## config.mk

```make
export PLATFORM = sky130hd
export DESIGN_NAME = conv_pair_feeder_flat
export DESIGN_NICKNAME = d
export VERILOG_FILES = /design/src/rtl/conv_pair_feeder_if.sv /design/src/rtl/conv_pair_feeder.sv /design/src/flat_wrapper.sv
export SDC_FILE = /design/constraint.sdc
export NUM_CORES = 1
export LEC_CHECK = 0
export ABC_AREA = 1
export CORE_MARGIN = 1.5
export CORE_UTILIZATION = 40
export CTS_CLUSTER_DIAMETER = 50
export DETAILED_ROUTE_END_ITERATION = 7
export SYNTH_ARGS = -nofsm -noshare
export SYNTH_HDL_FRONTEND = slang
export SYNTH_SLANG_ARGS = --single-unit
```

## constraint.sdc

```tcl
create_clock -name clk -period 2 [get_ports clk]
set_clock_uncertainty 0.2 [all_clocks]
set_input_delay 0.4 -clock clk [delete_from_list [all_inputs] [get_ports clk]]
set_output_delay 0.4 -clock clk [all_outputs]
set_load 0.1 [all_outputs]
```

## src/rtl/conv_pair_feeder_if.sv

```systemverilog
// Bus bundle for conv_pair_feeder: the sample input handshake, the flush
// strobe, and the pair outputs that feed CONV_iData0/CONV_iData1.
// Samples are DATA_W-bit two's complement and are carried bit-exact.
interface conv_pair_feeder_if #(
  parameter int DATA_W     = 8,
  parameter int FIFO_DEPTH = 8
);
  localparam int CNT_W = $clog2(FIFO_DEPTH) + 1;

  logic              flush;
  logic [DATA_W-1:0] in_data;
  logic              in_valid;
  logic              in_ready;
  logic [DATA_W-1:0] pair_data0;
  logic [DATA_W-1:0] pair_data1;
  logic              pair_valid;
  logic [CNT_W-1:0]  fifo_count;

  // Upstream producer / CONV side: drives samples and flush, observes pairs.
  modport master (
    output flush, in_data, in_valid,
    input  in_ready, pair_data0, pair_data1, pair_valid, fifo_count
  );

  // The feeder itself.
  modport slave (
    input  flush, in_data, in_valid,
    output in_ready, pair_data0, pair_data1, pair_valid, fifo_count
  );
endinterface

```

## src/rtl/conv_pair_feeder.sv

```systemverilog
// conv_pair_feeder: buffers a sample stream in a small FIFO and presents
// consecutive pairs (x[n], x[n-1]) to CONV, holding each pair for
// HOLD_CYCLES clocks. The first sample after reset or flush only seeds the
// history register; pairs start with the second sample.
module conv_pair_feeder #(
  parameter int DATA_W      = 8,
  parameter int FIFO_DEPTH  = 8,
  parameter int HOLD_CYCLES = 3
) (
  input logic               clk,
  input logic               reset,
  conv_pair_feeder_if.slave bus
);

  localparam int PTR_W  = $clog2(FIFO_DEPTH);
  localparam int CNT_W  = PTR_W + 1;
  localparam int HOLD_W = (HOLD_CYCLES > 1) ? $clog2(HOLD_CYCLES) : 1;

  localparam logic [CNT_W-1:0]  FULL_COUNT = CNT_W'(FIFO_DEPTH);
  localparam logic [HOLD_W-1:0] HOLD_LOAD  = HOLD_W'(HOLD_CYCLES - 1);

  // Sequencer states: PRIME seeds history, IDLE waits for data, HOLD keeps
  // the current pair on the outputs.
  localparam logic [1:0] S_PRIME = 2'd0;
  localparam logic [1:0] S_IDLE  = 2'd1;
  localparam logic [1:0] S_HOLD  = 2'd2;

  // ---------------------------------------------------------------------
  // State
  // ---------------------------------------------------------------------
  logic [DATA_W-1:0] mem_q [FIFO_DEPTH];

  logic [PTR_W-1:0]  wr_ptr_q,     wr_ptr_d;
  logic [PTR_W-1:0]  rd_ptr_q,     rd_ptr_d;
  logic [CNT_W-1:0]  count_q,      count_d;
  logic [1:0]        state_q,      state_d;
  logic [HOLD_W-1:0] hold_cnt_q,   hold_cnt_d;
  logic [DATA_W-1:0] prev_q,       prev_d;
  logic [DATA_W-1:0] pair_data0_q, pair_data0_d;
  logic [DATA_W-1:0] pair_data1_q, pair_data1_d;
  logic              pair_valid_q, pair_valid_d;

  // ---------------------------------------------------------------------
  // Handshake and FIFO control
  // ---------------------------------------------------------------------
  logic              in_ready;
  logic              fifo_empty;
  logic              slot_free;
  logic              push;
  logic              pop;
  logic [DATA_W-1:0] pop_data;

  // Ready only looks at the registered count, so a pop in the same cycle
  // never opens a slot for a write into a full FIFO.
  assign in_ready   = !reset && (count_q != FULL_COUNT);
  assign fifo_empty = (count_q == '0);

  // The sequencer can take a sample whenever it is not mid-hold.
  assign slot_free = (state_q == S_PRIME) || (state_q == S_IDLE) ||
                     ((state_q == S_HOLD) && (hold_cnt_q == '0));

  // Flush wins over both sides of the FIFO.
  assign push = bus.in_valid && in_ready && !bus.flush;
  assign pop  = !bus.flush && !fifo_empty && slot_free;

  // The read port only sees entries written on an earlier edge, so there is
  // no same-cycle path from in_data to the pair outputs.
  assign pop_data = mem_q[rd_ptr_q];

  // Sample storage write port.
  // NOTE: the storage array has no reset; an entry is only read after it has
  // been written, and the pointers/count (which are reset) decide that.
  always_ff @(posedge clk) begin
    if (push) begin
      mem_q[wr_ptr_q] <= bus.in_data;
    end
  end

  // ---------------------------------------------------------------------
  // Next-state logic: pointers, count and the pair sequencer
  // ---------------------------------------------------------------------
  // Compute every _d from the current _q values and the pop/push decision.
  always_comb begin
    // NOTE: every _d gets a hold-value default first, so no branch can leave
    // one unassigned and infer a latch.
    wr_ptr_d     = wr_ptr_q;
    rd_ptr_d     = rd_ptr_q;
    count_d      = count_q;
    state_d      = state_q;
    hold_cnt_d   = hold_cnt_q;
    prev_d       = prev_q;
    pair_data0_d = pair_data0_q;
    pair_data1_d = pair_data1_q;
    pair_valid_d = pair_valid_q;

    if (bus.flush) begin
      wr_ptr_d     = '0;
      rd_ptr_d     = '0;
      count_d      = '0;
      state_d      = S_PRIME;
      hold_cnt_d   = '0;
      prev_d       = '0;
      pair_data0_d = '0;
      pair_data1_d = '0;
      pair_valid_d = 1'b0;
    end else begin
      // Pointers wrap naturally since FIFO_DEPTH is a power of two.
      if (push) wr_ptr_d = wr_ptr_q + PTR_W'(1);
      if (pop)  rd_ptr_d = rd_ptr_q + PTR_W'(1);

      // Simultaneous push and pop leave the count unchanged.
      if (push && !pop)      count_d = count_q + CNT_W'(1);
      else if (pop && !push) count_d = count_q - CNT_W'(1);

      case (state_q)
        S_PRIME: begin
          // First sample only becomes history; nothing is presented yet.
          if (pop) begin
            prev_d  = pop_data;
            state_d = S_IDLE;
          end
        end

        S_IDLE: begin
          if (pop) begin
            pair_data0_d = pop_data;
            pair_data1_d = prev_q;
            prev_d       = pop_data;
            pair_valid_d = 1'b1;
            hold_cnt_d   = HOLD_LOAD;
            state_d      = S_HOLD;
          end else begin
            pair_valid_d = 1'b0;
          end
        end

        S_HOLD: begin
          if (hold_cnt_q != '0) begin
            hold_cnt_d = hold_cnt_q - HOLD_W'(1);
          end else if (pop) begin
            // Back-to-back reload: pair_valid never drops between pairs.
            pair_data0_d = pop_data;
            pair_data1_d = prev_q;
            prev_d       = pop_data;
            pair_valid_d = 1'b1;
            hold_cnt_d   = HOLD_LOAD;
            state_d      = S_HOLD;
          end else begin
            // Hold expired with nothing queued: drop valid, keep the data.
            pair_valid_d = 1'b0;
            state_d      = S_IDLE;
          end
        end

        default: begin
          state_d = S_PRIME;
        end
      endcase
    end
  end

  // ---------------------------------------------------------------------
  // Registers
  // ---------------------------------------------------------------------
  // Control and output registers; reset discards buffered samples and the
  // current pair.
  always_ff @(posedge clk or posedge reset) begin
    if (reset) begin
      wr_ptr_q     <= '0;
      rd_ptr_q     <= '0;
      count_q      <= '0;
      state_q      <= S_PRIME;
      hold_cnt_q   <= '0;
      prev_q       <= '0;
      pair_data0_q <= '0;
      pair_data1_q <= '0;
      pair_valid_q <= 1'b0;
    end else begin
      // NOTE: non-blocking so every register samples the pre-edge values
      // regardless of statement order.
      wr_ptr_q     <= wr_ptr_d;
      rd_ptr_q     <= rd_ptr_d;
      count_q      <= count_d;
      state_q      <= state_d;
      hold_cnt_q   <= hold_cnt_d;
      prev_q       <= prev_d;
      pair_data0_q <= pair_data0_d;
      pair_data1_q <= pair_data1_d;
      pair_valid_q <= pair_valid_d;
    end
  end

  // ---------------------------------------------------------------------
  // Outputs
  // ---------------------------------------------------------------------
  assign bus.in_ready   = in_ready;
  assign bus.pair_data0 = pair_data0_q;
  assign bus.pair_data1 = pair_data1_q;
  assign bus.pair_valid = pair_valid_q;
  assign bus.fifo_count = count_q;

endmodule

```

## src/flat_wrapper.sv

```systemverilog
// flat-port wrapper written by rule: the top's interface ports become plain ports
module conv_pair_feeder_flat 
#(
  parameter int DATA_W      = 8,
  parameter int FIFO_DEPTH  = 8,
  parameter int HOLD_CYCLES = 3
)
  (clk, reset, bus_flush, bus_in_data, bus_in_valid, bus_in_ready, bus_pair_data0, bus_pair_data1, bus_pair_valid, bus_fifo_count);
  conv_pair_feeder_if #(.DATA_W(DATA_W), .FIFO_DEPTH(FIFO_DEPTH)) bus_i ();
  input logic clk;
  input logic reset;
  input wire logic [$bits(bus_i.flush)-1:0] bus_flush;
  input wire logic [$bits(bus_i.in_data)-1:0] bus_in_data;
  input wire logic [$bits(bus_i.in_valid)-1:0] bus_in_valid;
  output wire logic [$bits(bus_i.in_ready)-1:0] bus_in_ready;
  output wire logic [$bits(bus_i.pair_data0)-1:0] bus_pair_data0;
  output wire logic [$bits(bus_i.pair_data1)-1:0] bus_pair_data1;
  output wire logic [$bits(bus_i.pair_valid)-1:0] bus_pair_valid;
  output wire logic [$bits(bus_i.fifo_count)-1:0] bus_fifo_count;
  assign bus_i.flush = bus_flush;
  assign bus_i.in_data = bus_in_data;
  assign bus_i.in_valid = bus_in_valid;
  assign bus_in_ready = bus_i.in_ready;
  assign bus_pair_data0 = bus_i.pair_data0;
  assign bus_pair_data1 = bus_i.pair_data1;
  assign bus_pair_valid = bus_i.pair_valid;
  assign bus_fifo_count = bus_i.fifo_count;
  conv_pair_feeder #(.DATA_W(DATA_W), .FIFO_DEPTH(FIFO_DEPTH), .HOLD_CYCLES(HOLD_CYCLES)) u_core (.clk(clk), .reset(reset), .bus(bus_i));
endmodule
```

## Yosys cells after proc, flatten, opt, wreduce, memory -nomap -nowiden

Memory sizes are Yosys's and may differ from the RTL's.
Cells that the tools add are included.

| storage, ports and cells | value |
|---|---|
| register bits | 39 |
| bits in writable memories | 64 |
| bits of input ports | 12 |
| output and inout port bits | 22 |
| word-level logic and storage cells | 84 |
| memories kept | 1 |

| operators by class | value |
|---|---|
| $add $sub $neg | 5 |
| equality and inequality tests | 6 |
| mux-type cells | 35 |
| reduce and logical (&&, ||, !) cells | 28 |

Memory list:

| memory | words | width | read ports | clocked after Yosys merged registers in | write ports | line | text |
|---|---|---|---|---|---|---|---|
| u_core.mem_q | 8 | 8 | 1 | 0 | 1 | conv_pair_feeder.sv:31 | `logic [DATA_W-1:0] mem_q [FIFO_DEPTH];` |

Operator list:

| cell | number |
|---|---|
| two-way mux 8 bit | 9 |
| one-hot mux 8 bit (2 select lines) | 3 |
| two-way mux 2 bit | 8 |
| two-way mux 3 bit | 4 |
| two-way mux 4 bit | 3 |
| nonzero test 3 bit | 3 |
| logical AND 1 bit | 8 |
| adder 3 x 1 -> 3 bit (second input constant) | 2 |
| != test 3 x 2 -> 1 bit (second input constant) | 2 |
| one-hot mux 2 bit (3 select lines) | 1 |
| nonzero test 2 bit | 3 |
| logical NOT 1 bit | 5 |
| two-way mux 1 bit | 5 |
| adder 4 x 1 -> 4 bit (second input constant) | 1 |
| logical NOT 2 bit | 2 |
| logical NOT 4 bit | 1 |
| != test 4 bit (second input constant) | 1 |
| one-hot mux 2 bit (2 select lines) | 1 |
| AND reduction 2 bit | 2 |
| subtractor 4 x 1 -> 4 bit (second input constant) | 1 |
| != test 3 bit (second input constant) | 1 |
| AND reduction 3 bit | 1 |
| == test 2 x 1 -> 1 bit (second input constant) | 1 |
| == test 2 bit (second input constant) | 1 |
| 4 further kinds | 5 |

## Longest topological paths before layout

| depth | value |
|---|---|
| depth after elaboration | 9 |
| depth in mapped cells | 16 |
| mapped depth without buffers | 16 |

## Least setup slack after synthesis

OpenSTA, ideal clock, no wires.

| timing path | value |
|---|---|
| path type | reg2reg |
| from | register u_core.count_q[0], in the netlist u_core.bus.fifo_count[0] |
| to | register u_core.wr_ptr_q[2] |
| arrival | 3117 ps |
| required time | 1674 ps |
| slack | -1444 ps |
| stages on the path, launching flop included | 6 |
| buffers on the path | 0 |
| cells stage by stage | dfrtp_1 nor2_2 a21oi_1 nand3_1 o21ai_0 a21oi_1 |

| on the way | value |
|---|---|
| word-level cells in the longest chain between the ends | 5 |

RTL lines:

| item | line | text |
|---|---|---|
| from (decl) | conv_pair_feeder.sv:35 | `logic [CNT_W-1:0] count_q, count_d;` |
| from (signal assigned) | conv_pair_feeder.sv:183 | `count_q <= count_d;` |
| != test 4 bit | conv_pair_feeder.sv:55 | `assign in_ready = !reset && (count_q != FULL_COUNT);` |
| logical AND 1 bit | conv_pair_feeder.sv:55 |  |
| net bus_in_ready | flat_wrapper.sv:15 | `output wire logic [$bits(bus_i.in_ready)-1:0] bus_in_ready;` |
| logical AND 1 bit (2 in a row) | conv_pair_feeder.sv:63 | `assign push = bus.in_valid && in_ready && !bus.flush;` |
| nonzero test 2 bit (no line) | n/a |  |
| to (signal assigned) | conv_pair_feeder.sv:181 | `wr_ptr_q <= wr_ptr_d;` |
| to (decl) | conv_pair_feeder.sv:33 | `logic [PTR_W-1:0] wr_ptr_q, wr_ptr_d;` |

The timed path passes the listed nets, and every way through them passes these cells.
A chain may end at the register's enable or synchronous reset.

## Worst setup path in the final report

| timing path | value |
|---|---|
| from | register u_core.count_q[1], in the netlist u_core.bus.fifo_count[1] |
| to | register u_core.count_q[1], in the netlist u_core.bus.fifo_count[1] |

| on the way | value |
|---|---|
| word-level cells in the longest chain between the ends | 8 |
| elaborated cells on any way between the ends | 18 |

RTL lines:

| item |
|---|
| branches (longest 8 deep; another with subtractor 4 x 1 -> 4 bit) |

Parallel ways; which one is timed is not known. The select of a mux whose other input is x is not followed.

==> impl_summary.txt <==
----------------------------------------------------
[Drt]
  Number of nets with antenna violations after detailed routing ... 0
  # DRC ... 0
  Mean number of vias per cell ... around 4.8
  Met3 Routed Length ... 307 um
  Starting DRC count in detailed routing ... 173
  Total detailed-routing wirelength ... 9.10 mm
  Uppermost signal routing layer after detailed routing ... met4
  Met2 WL post-DR ... 4.47 mm
  Pre-Repair DR Iteration Count ... 4
  Overall via count from detail_route ... 3,195
  Post-DR wirelength/cell ... 13.6 um
  Met1 wire length ... 4.19 mm

[Worst setup path]
  Longest individual stage delay on the worst path ... 0.52 ns
  Path type of the worst setup path ... reg -> reg
  Sort of element at the start of the critical path ... flip-flop
  Launching point of the worst reg2reg path ... u_core.bus.fifo_count[1]
  Cell with the biggest individual delay on the critical path ... sky130_fd_sc_hd__fa_2
  Cell Chain, Critical Path ... nor2_4 > nand2_2 > buf_4 > buf_6 > nand4_1 > nor2_4 > fa_2 > inv_2 > nand2_2 > nand2_2
  Number of cells traversed by the worst register-to-register path ... 10
  R2R Setup Slk ... -0.16 ns
  Critical Path End Type ... flip-flop
  Largest fanout on the critical path ... 3
  Worst r2r dst ... u_core.bus.fifo_count[1]
  Number of cells on the critical path ... 10
  Worst path arrival time ... 2.23 ns
  Number of buffer and inverter stages on the critical path ... 3
  Top delay family on crit path ... simple AND/OR/NAND/NOR gates
  Most prevalent standard cell on the critical path ... sky130_fd_sc_hd__nand2_2
  Worst EP required ... between 2 and 2.5 ns

[STA]
  Total of endpoints with negative setup slack in the final report ... 69
  Transition at the pin with the smallest max-transition slack ... roughly 0.38 ns
  Ratio of final minimum period to clock period ... 1.08
  Aggregate negative setup slack ... -4.80 ns
  Setup ws final ... -0.160 ns
  Final Slew Violations ... 0
  Slew Limit Headroom ... 0.746
  Final hold slack ... 0.289 ns
  Minimum clock period after layout ... 2.16 ns
  Final hold violations ... 0
  Setup repair after global routing missed its margin ... true
  Fmax achieved ... 0.463 GHz

[Synthesis]
  Most common cell in the netlist ... sky130_fd_sc_hd__nand2_1
  Number of synthesized flops with an enable pin ... 64
  Sequential share of the synthesized area ... 0.654
  Top-area cell type share of the netlist area ... 0.434
  Synthesis Warnings ... 0
  Top cell type by total area after synthesis ... sky130_fd_sc_hd__edfxtp_1
  Commonest cells in the netlist ... sky130_fd_sc_hd__nand2_1, sky130_fd_sc_hd__nor2_1, sky130_fd_sc_hd__edfxtp_1
  Post-synthesis cell type count ... 31
  Leading post-synthesis cells by cell area ... sky130_fd_sc_hd__edfxtp_1, sky130_fd_sc_hd__dfrtp_1, sky130_fd_sc_hd__nand2_1, sky130_fd_sc_hd__nor2_1, sky130_fd_sc_hd__o21ai_0
  Register bit total from synthesis ... 103
  Cells after Synth ... 438
  Top flip-flop cell by instance count after synthesis ... sky130_fd_sc_hd__edfxtp_1
  Synthesized Nets ... 455
  Synth async-reset ratio ... 0.379
  Mean area per synthesized cell ... 10.1 sq um
  Post-synthesis instance area ... 4430 sq um

[Floorplanning]
  Number of placement rows ... 38
  Overall die width ... 108 um
  Ports placed on the boundary ... 34
  Die Outline Area ... approximately 12,000 sq um
  Initial Util ... 0.409
  Floorplan Core Area ... 10,800 sq um
  Die height ... approximately 110 um

[Clock network]
  Clock slew at the register clock pins of the worst setup and hold paths ... 0.11 ns
  Root buffer cell ... sky130_fd_sc_hd__clkbuf_8
  # H-tree levels ... 3
  Clock sink total ... just over 100
  CTS max path bufs ... 2
  Clock buffers created by TritonCTS ... 9
  Clock tree from TritonCTS ... built
  Clock latency of the later-clocked register in the worst-skew pair ... 0.37 ns

[Place]
  Total placed cells including tap cells ... 634
  Final HPWL DP ... 6.20 mm
  Count of input and output buffers ... 33
  Routability congestion estimate ... 0.804
  Cell area after placement ... 5520 sq um

[Cells and area]
  Fin util ... 0.557
  Area added between synthesis and finish ... 36.3%
  Post-layout instance area ... about 6000 sq um
  Post-layout instance count excluding filler cells ... 668
  Filler instances ... between 900 and 1k
  Share of layout cells above drive strength 1 ... 0.286
  Number of antenna repair diodes ... 0
  Net count of the finished layout ... between 500 and 600

[Hold path]
  Hold path endpoint ... u_core.bus.pair_data1[6]
  Worst hold stages ... 2
  Class of the most critical hold timing path ... reg -> reg
  Start point of the worst hold path ... u_core.prev_q[6]

[Global routing]
  Global-route congestion overflow total ... 0
  Largest net degree at the start of global routing ... 35
  Via count of the first global-routing pass ... about 3.2k
  Global-route usage over all layers ... 0.170
  Initial antenna violation count ... 0
  Global-route wire length before repair ... 15.2 mm

[Outcome]
  Outcome ... finished with violations
  Violations in the final reports ... negative setup slack

[Job]
  Max-cap violations ... 0

[Power]
  Ratio of total power to cell area ... between 1500 and 2000 nW/um^2
  Leakage power of the design ... roughly 2.5 nW
  IR drop worst, VDD ... 0.00112 V

----------------------------------------------------
-- final cells by class --
class / count / area (sq um) / share of cell area
clock buffer: 9 / 124 / 0.0205
clock inverter: 7 / 96.3 / 0.0159
inverter: 20 / 88.8 / 0.0147
multi-input combinational: 301 / 1600 / 0.264
sequential: 103 / 2910 / 0.482
tap: 140 / 175 / 0.0290
timing repair buffer: 88 / 1050 / 0.174
-- cell usage in the layout, fill, tap and decap left out, drive strengths merged --
| master | netlist | final |
|---|---|---|
| a21oi | 5 | 5 |
| buf | 9 | 77 |
| o31ai | 1 | 1 |
| o21bai | 1 | 1 |
| nor2 | 96 | 96 |
| clkinv | 0 | 2 |
| o211ai | 2 | 2 |
| o21ai | 49 | 49 |
| fa | 1 | 1 |
| dfrtp | 39 | 39 |
| nand3 | 10 | 10 |
| xnor2 | 2 | 2 |
| clkinvlp | 0 | 1 |
| o22ai | 1 | 1 |
| inv | 20 | 24 |
| ha | 4 | 4 |
| clkdlybuf4s50 | 0 | 11 |
| nand2 | 128 | 128 |
| edfxtp | 64 | 64 |
| nand4 | 1 | 1 |
| clkbuf | 5 | 9 |
-- state kept, by name (all words and copies together), names as in the netlist --
name,flops
u_core.bus.fifo_count,4
u_core.bus.pair_data0,8
u_core.bus.pair_data1,8
u_core.bus.pair_valid,1
u_core.hold_cnt_q,2
u_core.mem_q,64
u_core.prev_q,8
u_core.rd_ptr_q,3
u_core.state_q,2
u_core.wr_ptr_q,3
-- what timing repair did --
action                                  4_1_cts  5_1_grt
endpoints found under the setup margin       68       69
setup buffers                                13        8
gates resized for setup                       9       24
hold buffers                                  0        0
pin swaps                                    12       15
-- cell families (layout without fill, tap and decap cells) --
logic type,count (synthesis),count (layout),share of synthesized area
adder cells (fa/ha/maj),5,5,0.0158
AND/OR/NAND/NOR,235,235,0.221
buffers and inverters,34,124,0.0341
flip-flops,103,103,0.654
AO/OA/AOI/OAI,59,59,0.0717
XOR/XNOR,2,2,0.00395
-- metal layers --
metal  GRT usage  vias up
met5           0        -
met4      0.0573        0
met3      0.0271       12
met2       0.278       63
met1       0.231     1506
li1            -     1614
-- worst register-to-register path: cells and delay by family, from the launching register on --
kind	cells	cell delay [ns]
and+or+nand+nor	6	0.57
adders and majority gates	1	0.52
DFF	1	0.51
buffers and inverters	3	0.27
-- through the flow --
stage	total power, mW	setup WS (ns)
CTS	9.09	-0.112
finish	9.30	-0.160
global placement	7.52	-0.382
detailed placement	7.58	-0.445
floorplan	5.87	-0.441
global route	9.83	-0.249
-- power by group --
group	switching, mW	internal, mW	leakage (nW)
Combinational	3.06	1.89	1.32
Clock	0.837	0.529	0.110
Sequential	0.362	2.62	1.09
Total	4.26	5.04	2.52
-- worst max-delay path by stage --
stage                                  start                  endpoint  slack, ns
finish              u_core.bus.fifo_count[1]  u_core.bus.fifo_count[1]      -0.16
global route        u_core.bus.fifo_count[3]  u_core.bus.fifo_count[3]      -0.25
CTS                 u_core.bus.fifo_count[3]  u_core.bus.fifo_count[3]      -0.11
detailed placement                     reset  u_core.bus.fifo_count[3]      -0.45
global placement                       reset  u_core.bus.fifo_count[3]      -0.38
floorplan                              reset  u_core.bus.fifo_count[3]      -0.44
(Power assumes the default switching activity.)
